### config.mk
export PLATFORM = sky130hd
export DESIGN_NAME = fwrisc_uart_loader_ctrl
export DESIGN_NICKNAME = d
export VERILOG_FILES = /design/src/rtl/fwrisc_uart_loader_ctrl.sv
export SDC_FILE = /design/constraint.sdc
export NUM_CORES = 1
export LEC_CHECK = 0
export ABC_CLOCK_PERIOD_IN_PS = 7470
export CAP_MARGIN = 20
export CORE_UTILIZATION = 50
export DETAILED_ROUTE_END_ITERATION = 10
export GPL_TIMING_DRIVEN = 0
export PLACE_DENSITY = 0.83
export REMOVE_ABC_BUFFERS = 1
export SETUP_SLACK_MARGIN = 0.2
export SYNTH_ARGS = -nofsm -noshare
export SYNTH_HDL_FRONTEND = slang
export SYNTH_SLANG_ARGS = --single-unit
### constraint.sdc
create_clock -name sys_clk -period 7.47 [get_ports sys_clk]
set_input_delay 1.494 -clock sys_clk [delete_from_list [all_inputs] [get_ports sys_clk]]
set_output_delay 1.494 -clock sys_clk [all_outputs]
set_load 0.01 [all_outputs]
### src/rtl/fwrisc_uart_loader_ctrl.sv
// Streams an image from program memory into the op_uart data CSR one byte at a time,
// pacing each byte on tx_irq with a per-byte watchdog.
module fwrisc_uart_loader_ctrl #(
    parameter int LEN_W       = 13,
    parameter int TIMEOUT_CYC = 200000
) (
    input  logic             sys_clk,
    input  logic             sys_rst_n,
    input  logic             start,
    input  logic             abort,
    input  logic [LEN_W-1:0] len,
    output logic             mem_rd,
    output logic [11:0]      mem_addr,
    input  logic [7:0]       mem_data,
    output logic [13:0]      csr_a,
    output logic             csr_we,
    output logic [31:0]      csr_di,
    input  logic             tx_irq,
    output logic             busy,
    output logic             done,
    output logic             err_timeout,
    output logic [LEN_W-1:0] byte_cnt
);

    localparam int               TO_W    = $clog2(TIMEOUT_CYC + 1);
    localparam logic [LEN_W-1:0] MAX_LEN = LEN_W'(4096);
    localparam logic [TO_W-1:0]  TO_LIM  = TO_W'(TIMEOUT_CYC);

    typedef enum logic [2:0] {
        S_IDLE, S_CFG, S_FETCH, S_WAIT_DATA, S_WRITE, S_WAIT_TX, S_DONE
    } state_e;

    state_e           state_q, state_d;
    logic [LEN_W-1:0] len_q, len_d;
    logic [LEN_W-1:0] cnt_q, cnt_d;
    logic [TO_W-1:0]  to_q, to_d;
    logic             err_q, err_d;
    logic             csr_we_q, csr_we_d;
    logic [13:0]      csr_a_q, csr_a_d;
    logic [31:0]      csr_di_q, csr_di_d;
    logic             mem_rd_q, mem_rd_d;
    logic [11:0]      mem_addr_q, mem_addr_d;
    logic             done_q, done_d;
    logic             busy_q, busy_d;

    always_comb begin
        state_d    = state_q;
        len_d      = len_q;
        cnt_d      = cnt_q;
        to_d       = to_q;
        err_d      = err_q;
        csr_di_d   = csr_di_q;
        mem_addr_d = mem_addr_q;

        case (state_q)
            S_IDLE: begin
                if (start && !abort) begin
                    err_d = 1'b0;
                    if (len == '0) begin
                        state_d = S_DONE;
                    end else begin
                        state_d = S_CFG;
                        len_d   = (len > MAX_LEN) ? MAX_LEN : len;
                        cnt_d   = '0;
                    end
                end
            end
            S_CFG:       state_d = S_FETCH;
            S_FETCH:     state_d = S_WAIT_DATA;
            S_WAIT_DATA: begin
                state_d  = S_WRITE;
                csr_di_d = {24'h0, mem_data};
            end
            S_WRITE: begin
                state_d = S_WAIT_TX;
                to_d    = '0;
            end
            S_WAIT_TX: begin
                if (tx_irq) begin
                    cnt_d   = cnt_q + LEN_W'(1);
                    state_d = (cnt_d == len_q) ? S_DONE : S_FETCH;
                end else begin
                    to_d = to_q + TO_W'(1);
                    if (to_d == TO_LIM) begin
                        err_d   = 1'b1;
                        state_d = S_IDLE;
                    end
                end
            end
            S_DONE:  state_d = S_IDLE;
            default: state_d = S_IDLE;
        endcase

        // abort overrides whatever the state logic decided, including a same-cycle tx_irq
        if (abort && state_q != S_IDLE) begin
            state_d = S_IDLE;
            cnt_d   = cnt_q;
            err_d   = err_q;
        end

        // outputs are registered against the state being entered
        csr_we_d = (state_d == S_CFG) || (state_d == S_WRITE);
        csr_a_d  = (state_d == S_CFG) ? 14'h0002 : 14'h0000;
        if (state_d == S_CFG) csr_di_d = 32'h0;
        mem_rd_d = (state_d == S_FETCH);
        if (state_d == S_FETCH) mem_addr_d = cnt_d[11:0];
        done_d   = (state_d == S_DONE);
        busy_d   = (state_d != S_IDLE);
    end

    always_ff @(posedge sys_clk) begin
        if (!sys_rst_n) begin
            state_q    <= S_IDLE;
            len_q      <= '0;
            cnt_q      <= '0;
            to_q       <= '0;
            err_q      <= 1'b0;
            csr_we_q   <= 1'b0;
            csr_a_q    <= '0;
            csr_di_q   <= '0;
            mem_rd_q   <= 1'b0;
            mem_addr_q <= '0;
            done_q     <= 1'b0;
            busy_q     <= 1'b0;
        end else begin
            state_q    <= state_d;
            len_q      <= len_d;
            cnt_q      <= cnt_d;
            to_q       <= to_d;
            err_q      <= err_d;
            csr_we_q   <= csr_we_d;
            csr_a_q    <= csr_a_d;
            csr_di_q   <= csr_di_d;
            mem_rd_q   <= mem_rd_d;
            mem_addr_q <= mem_addr_d;
            done_q     <= done_d;
            busy_q     <= busy_d;
        end
    end

    assign mem_rd      = mem_rd_q;
    assign mem_addr    = mem_addr_q;
    assign csr_a       = csr_a_q;
    assign csr_we      = csr_we_q;
    assign csr_di      = csr_di_q;
    assign busy        = busy_q;
    assign done        = done_q;
    assign err_timeout = err_q;
    assign byte_cnt    = cnt_q;

endmodule

After elaboration in Yosys (flattened, before gate mapping). Index checks and enable logic that the tools add are counted.

Bits in writable memories: 0. Word-level logic and storage cells: 70. Output and inout port bits: 76. Input port bits: 26. Register bits after elaboration: 86. ROM bits: 0. Memories: 0. Bits in latches: 0.

$add $sub $neg: 2. Multiplexer cells: 20. Bitwise operators: 3. Equal/unequal tests: 16. Reduce and logical (&&, ||, !) cells: 15. Divide/modulo/power cells: 0. $lt $le $gt $ge: 1. Shift operators: 0. Multipliers: 0.

Operator list (number): 13-bit 2-to-1 mux (4); 18-bit one-hot mux with 2 select lines (1); 13-bit one-hot mux with 2 select lines (1); 18-bit by 1-bit adder with 18-bit output (second input constant) (1); 18-bit == test (second input constant) (1); 18-bit 2-to-1 mux (1); 3-bit 2-to-1 mux (6); 3-bit one-hot mux with 6 select lines (1); 13-bit by 1-bit adder with 13-bit output (second input constant) (1); 13-bit == test (1); 13-bit > comparator (second input constant) (1); 13-bit logical NOT (1); 3-bit == test (second input constant) (4); 12-bit 2-to-1 mux (1); 2-bit != test (second input constant) (5); 5-bit AND reduction (2); 3-bit by 2-bit == test with 1-bit output (second input constant) (3); 3-bit by 1-bit == test with 1-bit output (second input constant) (2); 3-bit nonzero test (2); 2-bit nonzero test (2); 3-bit logical NOT (1); 1-bit 2-to-1 mux (3); 1-bit inverter (3); 3-bit AND reduction (1); 7 further kinds (8).

Logic depth before layout (Yosys ltp). Gate-level depths: netlist of run 1.

Word-level depth: 8. Mapped depth: 9. Mapped depth without buffers: 8.

Worst setup path after synthesis of run 1. OpenSTA, ideal clock, no wires.

Path type: input to register. From: input tx_irq. To: register mem_addr_q[10], in the netlist mem_addr[10]. Data required time: 7.349 ns. Setup slack: 4.212 ns. Library setup time: 0.121 ns. Arrival: 3.137 ns. Stages: 7. Buffers on the path: 1. Cells stage by stage: nand3_1 -> a2111oi_2 -> nand4_1 -> o41ai_4 -> nor2_2 -> buf_6 -> mux2_4.

Longest elaborated chain between the ends: 4. Elaborated cells between the ends (all ways): 7. Classes of those cells: 1 x eq/ne; 6 x mux.

Ends and longest elaborated chain: from (decl) (RTL line 18) `input logic tx_irq,`; 3-bit 2-to-1 mux (RTL line 79) `if (tx_irq) begin`; 3-bit one-hot mux with 6 select lines (RTL line 55) `case (state_q)`; 3-bit 2-to-1 mux (RTL line 95) `if (abort && state_q != S_IDLE) begin`; 3-bit by 2-bit == test with 1-bit output (RTL line 106) `if (state_d == S_FETCH) mem_addr_d = cnt_d[11:0];`; to (signal assigned) (RTL line 135) `mem_addr_q <= mem_addr_d;`; to (decl) (RTL line 42) `logic [11:0] mem_addr_q, mem_addr_d;`.

Several ways; a longest one is shown, not always the timed one. The select of a mux whose other input is x is not followed. A chain may end at the register's enable or synchronous reset.

Final worst setup path of run 1.
From: input len[12]. To: register mem_addr_q[11], in the netlist mem_addr[11].

Longest elaborated chain between the ends: 6. Elaborated cells between the ends (all ways): 10. Classes of those cells: 1 x eq/ne; 8 x mux; 1 x reduce/logical.

Ends and longest elaborated chain: from (decl) (RTL line 11) `input logic [LEN_W-1:0] len,`; 13-bit logical NOT * (RTL line 59) `if (len == '0) begin`; 3-bit 2-to-1 mux (RTL line 59); 3-bit 2-to-1 mux (RTL line 57) `if (start && !abort) begin`; 3-bit one-hot mux with 6 select lines (RTL line 55); 3-bit 2-to-1 mux (RTL line 95); 3-bit by 2-bit == test with 1-bit output (RTL line 106).

Mark *: on every way between the ends. The rest lies on a longest branch, timed or not. The select of a mux whose other input is x is not followed.

==> impl_metrics.prom, run 1 <==
# TYPE chip_impl_metric gauge
chip_impl_metric{name="crit_path_max_incr_delay",unit="ns"} 0.68
chip_impl_metric{name="syn_inst",unit=""} 530
chip_impl_metric{name="cts_num_sinks",unit=""} 73
chip_impl_metric{name="drt_first_iter_violations",unit=""} 167
chip_impl_metric{name="clock_insertion_delay_worst_skew",unit="ns"} 0.35
chip_impl_metric{name="worst_r2r_path_depth",unit=""} 8
chip_impl_metric{name="drt_pre_antenna_iters",unit=""} 5
chip_impl_metric{name="drt_wl_total",unit="mm"} 10.4
chip_impl_metric{name="floorplan.initialDensity",unit="%"} 51.7
chip_impl_metric{name="cts_max_path_buffers",unit=""} 2
chip_impl_metric{name="cts_buffers",unit=""} 9
chip_impl_info{name="timing.setup.critical_path_class",value="in2reg"} 1
chip_impl_metric{name="diodes",unit=""} 0
chip_impl_info{name="startpoint_type",value="primary input"} 1
chip_impl_metric{name="postSynthRegisterBits",unit=""} 73
chip_impl_metric{name="dpl-instance-area",unit="µm²"} 4740
chip_impl_metric{name="grt-ovfl-total",unit=""} 0
chip_impl_info{name="rsz_0062_raised_after_global_routing",value="false"} 1
chip_impl_metric{name="fin_tns_setup",unit="ns"} 0
chip_impl_metric{name="antenna_found_initial",unit=""} 0
chip_impl_metric{name="holdBufCountCts",unit=""} 0
chip_impl_metric{name="final_min_period_over_clock_period",unit="%"} 55.9
chip_impl_metric{name="power_leakage",unit="nW"} 1.72
chip_impl_metric{name="clock_tree.htree_level_count",unit=""} 3
chip_impl_info{name="mostFrequentLayoutCell",value="dfxtp_1"} 1
chip_impl_info{name="reg2reg_from",value="byte_cnt[0]"} 1
chip_impl_metric{name="port_buffers",unit=""} 64
chip_impl_metric{name="fin_worst_skew",unit="ns"} 0.00962
chip_impl_metric{name="ys.warnings.count",unit=""} 0
chip_impl_metric{name="pre_cts_ws",unit="ns"} 2.95
chip_impl_metric{name="hold_path_depth",unit=""} 2
chip_impl_metric{name="pwr_density_cell",unit="nW/µm²"} 167
chip_impl_metric{name="std_cell_rows",unit=""} 33
chip_impl_metric{name="routability_congestion",unit=""} 0.906
chip_impl_metric{name="postLayoutSetupSlackWorst",unit="ns"} 3.29
chip_impl_metric{name="synth-edff-count",unit=""} 0
chip_impl_metric{name="fmax",unit="MHz"} 239
chip_impl_info{name="cts_root_buf",value="clkbuf_8"} 1
chip_impl_info{name="yosys_most_used_dff",value="dfxtp_1"} 1
chip_impl_metric{name="cts.repair.resized",unit=""} 0
chip_impl_metric{name="cp_data_required_time",unit="ns"} 7.72
chip_impl_metric{name="postSynthAreaPerCell",unit="µm²"} 8.06
chip_impl_info{name="min-delay-path-class",value="reg2reg"} 1
chip_impl_metric{name="drive_gt1_share",unit="%"} 9.22
chip_impl_metric{name="worstPathArrival",unit="ns"} 4.43
chip_impl_info{name="tritoncts_clock_tree",value="done"} 1
chip_impl_metric{name="grt_pass1_vias",unit=""} 3564
chip_impl_metric{name="syn2layout_area_growth",unit="%"} 16.5
chip_impl_metric{name="cp_max_fo",unit=""} 14
chip_impl_info{name="commonest_cells_after_routing_fill_and_taps_aside",value="dfxtp_1 (73), clkdlybuf4s50_1 (64), nor2_1 (50), nand2_1 (48), a21oi_1 (41)"} 1
chip_impl_metric{name="finalCriticalPeriod",unit="ns"} 4.18
chip_impl_metric{name="max_slew_margin",unit="%"} 36.3
chip_impl_metric{name="ant_nets",unit=""} 0
chip_impl_metric{name="placeableCoreArea",unit="µm²"} 8260
chip_impl_metric{name="asyncSetResetFlopFracSynth",unit="%"} 0
chip_impl_metric{name="final-hold-violation-count",unit=""} 0
chip_impl_metric{name="finalNetCount",unit=""} 598
chip_impl_info{name="worstSetupStartpoint",value="len[12]"} 1
chip_impl_metric{name="via_count",unit=""} 3955
chip_impl_metric{name="timing_max_transition_violations_final",unit=""} 0
chip_impl_metric{name="grtUsageTotal",unit="%"} 23.6
chip_impl_metric{name="number_of_primary_i_o_pins",unit=""} 102
chip_impl_metric{name="syn_area",unit="µm²"} 4270
chip_impl_info{name="worst_path_max_delay_cell",value="nor2_2"} 1
chip_impl_metric{name="path_clk_slew",unit="ns"} 0.08
chip_impl_metric{name="global_route_wire_length_before_repair",unit="mm"} 16.7
chip_impl_metric{name="post_drt_wl_per_cell",unit="µm"} 15.3
chip_impl_info{name="timing.critical_path.cells",value="clkdlybuf4s50_1, nor4_1, nand4_1, nor2_1, o31a_1, nand3_1, nor2_2, mux2_2"} 1
chip_impl_metric{name="timing.final.setup_violations",unit=""} 0
chip_impl_metric{name="placed_cells_incl_taps",unit=""} 664
chip_impl_info{name="timing.hold.worst.start",value="csr_di[5]"} 1
chip_impl_metric{name="largest_net_degree_at_the_start_of_global_routing",unit=""} 27
chip_impl_metric{name="post-route-cell-area",unit="µm²"} 4980
chip_impl_metric{name="setup_bufs_post_cts",unit=""} 0
chip_impl_metric{name="synth.distinct_cells",unit=""} 59
chip_impl_info{name="critPathCaptureType",value="register"} 1
chip_impl_metric{name="drcViolationCount",unit=""} 0
chip_impl_info{name="status",value="complete, no violations"} 1
chip_impl_metric{name="timing_worst_slew_pin_value",unit="ns"} 0.953
chip_impl_metric{name="layout.cells.non_filler",unit=""} 680
chip_impl_metric{name="synth.yosys.seq_area_share",unit="%"} 34.2
chip_impl_metric{name="vias_per_cell",unit=""} 5.82
chip_impl_metric{name="dieArea",unit="µm²"} 8920
chip_impl_metric{name="die_width",unit="µm"} 94.4
chip_impl_metric{name="hpwlAfterDp",unit="mm"} 7.34
chip_impl_metric{name="die_y",unit="µm"} 94.4
chip_impl_metric{name="maxCapViolations",unit=""} 0
chip_impl_metric{name="vdd_ir_drop_max",unit="mV"} 0.133
[final timing paths]
path	slack, ns	to
worst max-delay path	3.29	mem_addr[11]
worst min-delay path	0.46	csr_di[5]
worst max register to register	4.12	mem_addr[9]
worst min register to register	0.46	csr_di[5]
[critical path, delay by kind of cell]
| kind | cells | cell delay, ns |
|---|---|---|
| and+or+nand+nor | 5 | 1.65 |
| buffers and inverters | 1 | 0.65 |
| muxes | 1 | 0.41 |
| AOI/OAI and AO/OA | 1 | 0.21 |
[kinds of logic after synthesis]
group | Yosys count | synth area share (%)
XOR/XNOR | 14 | 2.87
multiplexers | 10 | 3.34
AND/OR/NAND/NOR | 229 | 28.1
other | 1 | 0.0878
flip-flops | 73 | 34.2
buffers and inverters | 82 | 11.9
AO/OA/AOI/OAI | 119 | 18.9
adder cells (fa/ha/maj) | 2 | 0.586
[per-layer routing]
layer | share of wire, % | GRT usage (%) | vias up | wire (µm)
li1 | - | - | 1912 | -
met1 | 42 | 27.9 | 1865 | 4380
met2 | 50 | 41.1 | 156 | 5180
met3 | 5.5 | 5.48 | 22 | 572
met4 | 2.3 | 9.36 | 0 | 238
met5 | 0 | 0 | - | 0
[synth_stat cells, drive strengths merged (2+ instances only)]
cell,count,area share (%)
a211o,2,0.41
a21oi,41,4.8
a221oi,2,0.41
a22oi,6,1.1
a311oi,6,1.2
a31o,2,0.41
a31oi,9,1.3
a41oi,3,0.62
and2,19,2.9
and3,5,0.76
and4,3,0.62
buf,51,9.1
clkbuf,21,1.9
dfxtp,73,34
ha,2,0.59
inv,10,0.88
mux2,10,3.3
nand2,48,4.2
nand3,25,3.2
nand3b,2,0.35
nand4,10,1.5
nor2,51,4.5
nor2b,3,0.44
nor3,19,2.2
nor3b,14,2.5
nor4,8,1.2
nor4b,2,0.41
o211a,2,0.47
o21a,3,0.53
o21ai,25,2.9
o221a,9,2.4
or3,8,1.2
or4,7,1.3
xnor2,12,2.5
xor2,2,0.41
[layout make-up]
type	count	area (µm²)
Multi-Input combinational cell	411	2440
Tap cell	105	131
Clock buffer	12	165
Clock inverter	4	73.8
Fill cell	749	3280
Sequential cell	73	1460
Timing Repair Buffer	65	668
Inverter	10	37.5
[report_power, final]
part | internal (W) | leakage, nW | switching, W
clock network | 0.000216 | 0.123 | 0.000154
registers | 0.000393 | 0.589 | 0.00000478
logic | 0.0000260 | 1.01 | 0.0000387
[state kept, by name, summed over array words and instances, names as in the netlist]
signal	count
busy	1
byte_cnt	13
csr_a	1
csr_di	8
csr_we	1
done	1
err_timeout	1
len_q	13
mem_addr	12
mem_rd	1
state_q	3
to_q	18
[metrics by stage]
step | util (%) | total power [W] | hold slack, ns
6_report | 60.3 | 0.000832 | 0.460
5_1_grt | 60.3 | 0.000859 | 0.478
4_1_cts | 60.3 | 0.000837 | 0.460
3_5_place_dp | 57.4 | 0.000470 | 0.449
3_3_place_gp | 57.0 | 0.000467 | 0.444
2_1_floorplan | - | 0.000440 | 0.470
Note: power is estimated with default switching activity, not from simulation.
==> inputs of run 2 (changes only) <==
--- a/config.mk
+++ b/config.mk
@@ -5,12 +5,12 @@
 export SDC_FILE = /design/constraint.sdc
 export NUM_CORES = 1
 export LEC_CHECK = 0
-export ABC_CLOCK_PERIOD_IN_PS = 7470
+export ABC_CLOCK_PERIOD_IN_PS = 3500
 export CAP_MARGIN = 20
-export CORE_UTILIZATION = 50
+export CORE_UTILIZATION = 45
 export DETAILED_ROUTE_END_ITERATION = 10
 export GPL_TIMING_DRIVEN = 0
-export PLACE_DENSITY = 0.83
+export PLACE_DENSITY = 0.79
 export REMOVE_ABC_BUFFERS = 1
 export SETUP_SLACK_MARGIN = 0.2
 export SYNTH_ARGS = -nofsm -noshare
==> constraint.sdc (replaced) <==
create_clock -name sys_clk -period 3.5 [get_ports sys_clk]
set_input_delay 0.7 -clock sys_clk [delete_from_list [all_inputs] [get_ports sys_clk]]
set_output_delay 0.7 -clock sys_clk [all_outputs]
set_load 0.01 [all_outputs]
==> run 2 against run 1 <==
Total power increased by 110%. Sequential cell count unchanged. Highest routed layer unchanged. Critical endpoint is now done. Clock skew is 0.0053 ns lower. Critical path depth stayed put. Utilization is 5.8 points lower. Routed wire length fell by 4.6%. Critical path type is now reg2reg. Worst hold slack got worse by 0.0041 ns. Largest power group unchanged. Worst setup slack lost 2.9 ns.
==> impl_metrics.prom, run 2 (synthesized netlist as in run 1, its figures left out) <==
# TYPE chip_impl_metric gauge
chip_impl_metric{name="die_width",unit="µm"} 99.4
chip_impl_metric{name="antenna_found_initial",unit=""} 0
chip_impl_metric{name="clock_tree.htree_level_count",unit=""} 3
chip_impl_metric{name="power_leakage",unit="nW"} 1.73
chip_impl_metric{name="worst_r2r_path_depth",unit=""} 8
chip_impl_metric{name="cts_buffers",unit=""} 9
chip_impl_info{name="timing.hold.worst.start",value="csr_di[4]"} 1
chip_impl_metric{name="cp_max_fo",unit=""} 10
chip_impl_metric{name="finalCriticalPeriod",unit="ns"} 3.14
chip_impl_info{name="hold_end",value="csr_di[4]"} 1
chip_impl_info{name="reg2reg_from",value="to_q[0]"} 1
chip_impl_metric{name="grt_pass1_vias",unit=""} 3385
chip_impl_metric{name="crit_path_max_incr_delay",unit="ns"} 0.56
chip_impl_info{name="worst_r2r_endpoint",value="done"} 1
chip_impl_metric{name="max_slew_margin",unit="%"} 36.2
chip_impl_metric{name="routability_congestion",unit=""} 0.884
chip_impl_info{name="status",value="complete, no violations"} 1
chip_impl_metric{name="worst-r2r-setup-slack",unit="ns"} 0.36
chip_impl_metric{name="grt-ovfl-total",unit=""} 0
chip_impl_info{name="commonest_cells_after_routing_fill_and_taps_aside",value="dfxtp_1 (73), clkdlybuf4s50_1 (64), nor2_1 (50), nand2_1 (47), a21oi_1 (41)"} 1
chip_impl_metric{name="post-route-cell-area",unit="µm²"} 5030
chip_impl_metric{name="timing_max_transition_violations_final",unit=""} 0
chip_impl_metric{name="finalNetCount",unit=""} 600
chip_impl_info{name="startpoint_type",value="register"} 1
chip_impl_metric{name="design_power_total",unit="W"} 0.00172
chip_impl_info{name="cts_root_buf",value="clkbuf_8"} 1
chip_impl_metric{name="cp_data_required_time",unit="ns"} 3.71
chip_impl_metric{name="via_count",unit=""} 3905
chip_impl_metric{name="largest_register_ffs",unit=""} 18
chip_impl_metric{name="maxCapViolations",unit=""} 0
chip_impl_metric{name="final_min_period_over_clock_period",unit="%"} 89.7
chip_impl_metric{name="whs",unit="ns"} 0.456
chip_impl_metric{name="fmax",unit="MHz"} 319
chip_impl_metric{name="die_y",unit="µm"} 99.4
chip_impl_metric{name="vias_per_cell",unit=""} 5.53
chip_impl_metric{name="hold_path_depth",unit=""} 2
chip_impl_metric{name="dieArea",unit="µm²"} 9890
chip_impl_info{name="worst_path_max_delay_cell",value="or3b_2"} 1
chip_impl_metric{name="cts_max_path_buffers",unit=""} 2
chip_impl_metric{name="placeableCoreArea",unit="µm²"} 9240
chip_impl_metric{name="std_cell_rows",unit=""} 35
chip_impl_info{name="timing.setup.critical_path_class",value="reg2reg"} 1
chip_impl_info{name="rsz_0062_raised_after_global_routing",value="true"} 1
chip_impl_metric{name="timing.final.setup_violations",unit=""} 0
chip_impl_metric{name="syn2layout_area_growth",unit="%"} 17.8
chip_impl_metric{name="pwr_density_cell",unit="nW/µm²"} 342
chip_impl_metric{name="post_drt_wl_per_cell",unit="µm"} 14.0
chip_impl_metric{name="drt_wl_total",unit="mm"} 9.91
chip_impl_info{name="min-delay-path-class",value="reg2reg"} 1
chip_impl_info{name="largest_register",value="to_q"} 1
chip_impl_metric{name="critical_path_depth",unit=""} 8
chip_impl_metric{name="number_of_primary_i_o_pins",unit=""} 102
chip_impl_metric{name="timing_worst_slew_pin_value",unit="ns"} 0.953
chip_impl_metric{name="vdd_ir_drop_max",unit="mV"} 0.253
chip_impl_metric{name="worstPathArrival",unit="ns"} 3.35
chip_impl_metric{name="dpl-instance-area",unit="µm²"} 4770
chip_impl_metric{name="path_clk_slew",unit="ns"} 0.07
chip_impl_metric{name="clock_insertion_delay_worst_skew",unit="ns"} 0.34
chip_impl_info{name="timing.critical_path.cells",value="ha_1, nand3_1, or3b_2, a211o_1, a221oi_1, a21o_1, nor3b_1, nor4b_1"} 1
chip_impl_metric{name="ant_nets",unit=""} 0
chip_impl_metric{name="drt_pre_antenna_iters",unit=""} 5
chip_impl_metric{name="fin_worst_skew",unit="ns"} 0.00433
chip_impl_metric{name="grtUsageTotal",unit="%"} 20.2
chip_impl_metric{name="drcViolationCount",unit=""} 0
chip_impl_metric{name="drive_gt1_share",unit="%"} 9.88
chip_impl_metric{name="drt_first_iter_violations",unit=""} 208
chip_impl_info{name="mostFrequentLayoutCell",value="dfxtp_1"} 1
chip_impl_info{name="worst_path_dominant_cell_family",value="simple AND/OR/NAND/NOR gates"} 1
chip_impl_metric{name="floorplan.initialDensity",unit="%"} 46.2
chip_impl_info{name="critPathCaptureType",value="register"} 1
chip_impl_info{name="tritoncts_clock_tree",value="done"} 1
chip_impl_metric{name="cts_num_sinks",unit=""} 73
chip_impl_metric{name="hpwlAfterDp",unit="mm"} 7.10
chip_impl_metric{name="diodes",unit=""} 0
chip_impl_metric{name="fill_cells",unit=""} 827
chip_impl_metric{name="final-hold-violation-count",unit=""} 0
chip_impl_metric{name="global_route_wire_length_before_repair",unit="mm"} 16.1
chip_impl_metric{name="port_buffers",unit=""} 64
chip_impl_metric{name="largest_net_degree_at_the_start_of_global_routing",unit=""} 27
chip_impl_metric{name="cp_num_buf_inv",unit=""} 0
run 2: cell types whose count changed in the layout (fill, tap and decap cells not counted), sizes merged:
cell and change:
clkinv +1, buf +2, clkbuf -1
run 2: report_power, final:
| part | switching (W) | total [W] | internal [W] |
|---|---|---|---|
| sequential | 0.0000102 | 0.000849 | 0.000838 |
| clock | 0.000314 | 0.000734 | 0.000420 |
| combinational | 0.0000805 | 0.000138 | 0.0000575 |
| total | 0.000405 | 0.00172 | 0.00132 |
run 2: how the worst max path moves through the flow:
stage                startpoint           end  slack, ns
global route        byte_cnt[0]   mem_addr[9]       0.17
detailed placement      len[12]  mem_addr[11]      -0.21
finish                  to_q[0]          done       0.36
global placement        len[12]  mem_addr[11]      -0.14
CTS                     to_q[0]          done       0.23
floorplan           byte_cnt[0]  mem_addr[10]       0.60
run 2: layer usage:
layer | share of wire (%) | global-route usage [%]
met5 | 0 | 0
met4 | 1.8 | 7.69
met3 | 5.2 | 3.58
met2 | 49 | 35.0
met1 | 44 | 24.8
run 2: area by class of cell:
class	count	area (µm²)	share of cell area (%)
clock buffers	11	141	2.81
clock inverters	5	78.8	1.57
inverters	10	37.5	0.746
multi-input cells	411	2460	48.8
flip-flops and latches	73	1460	29.0
well taps	129	161	3.21
repair buffers	67	696	13.8
run 2: repair_timing:
item	CTS	global route
setup buffers	0	2
endpoints found under the setup margin	10	16
resized for setup	1	3
pin swaps	0	2
hold buffers	0	0
hold endpoints to repair	0	0
run 2: worst reg2reg max path, stage by stage (launching register included):
cell      delay [ns]
dfxtp_1         0.48
ha_1            0.32
nand3_1         0.33
or3b_2          0.56
a211o_1         0.31
a221oi_1        0.41
a21o_1          0.22
nor3b_1         0.28
nor4b_1         0.09
run 2: through the flow:
step	instances	setup TNS [ns]	setup slack (ns)	utilization, %
3_5_place_dp	688	-1.83	-0.212	51.6
5_1_grt	706	0	0.171	54.5
4_1_cts	704	0	0.232	54.0
6_report	706	0	0.362	54.5
2_1_floorplan	494	0	0.601	-
3_3_place_gp	687	-1.13	-0.143	51.3
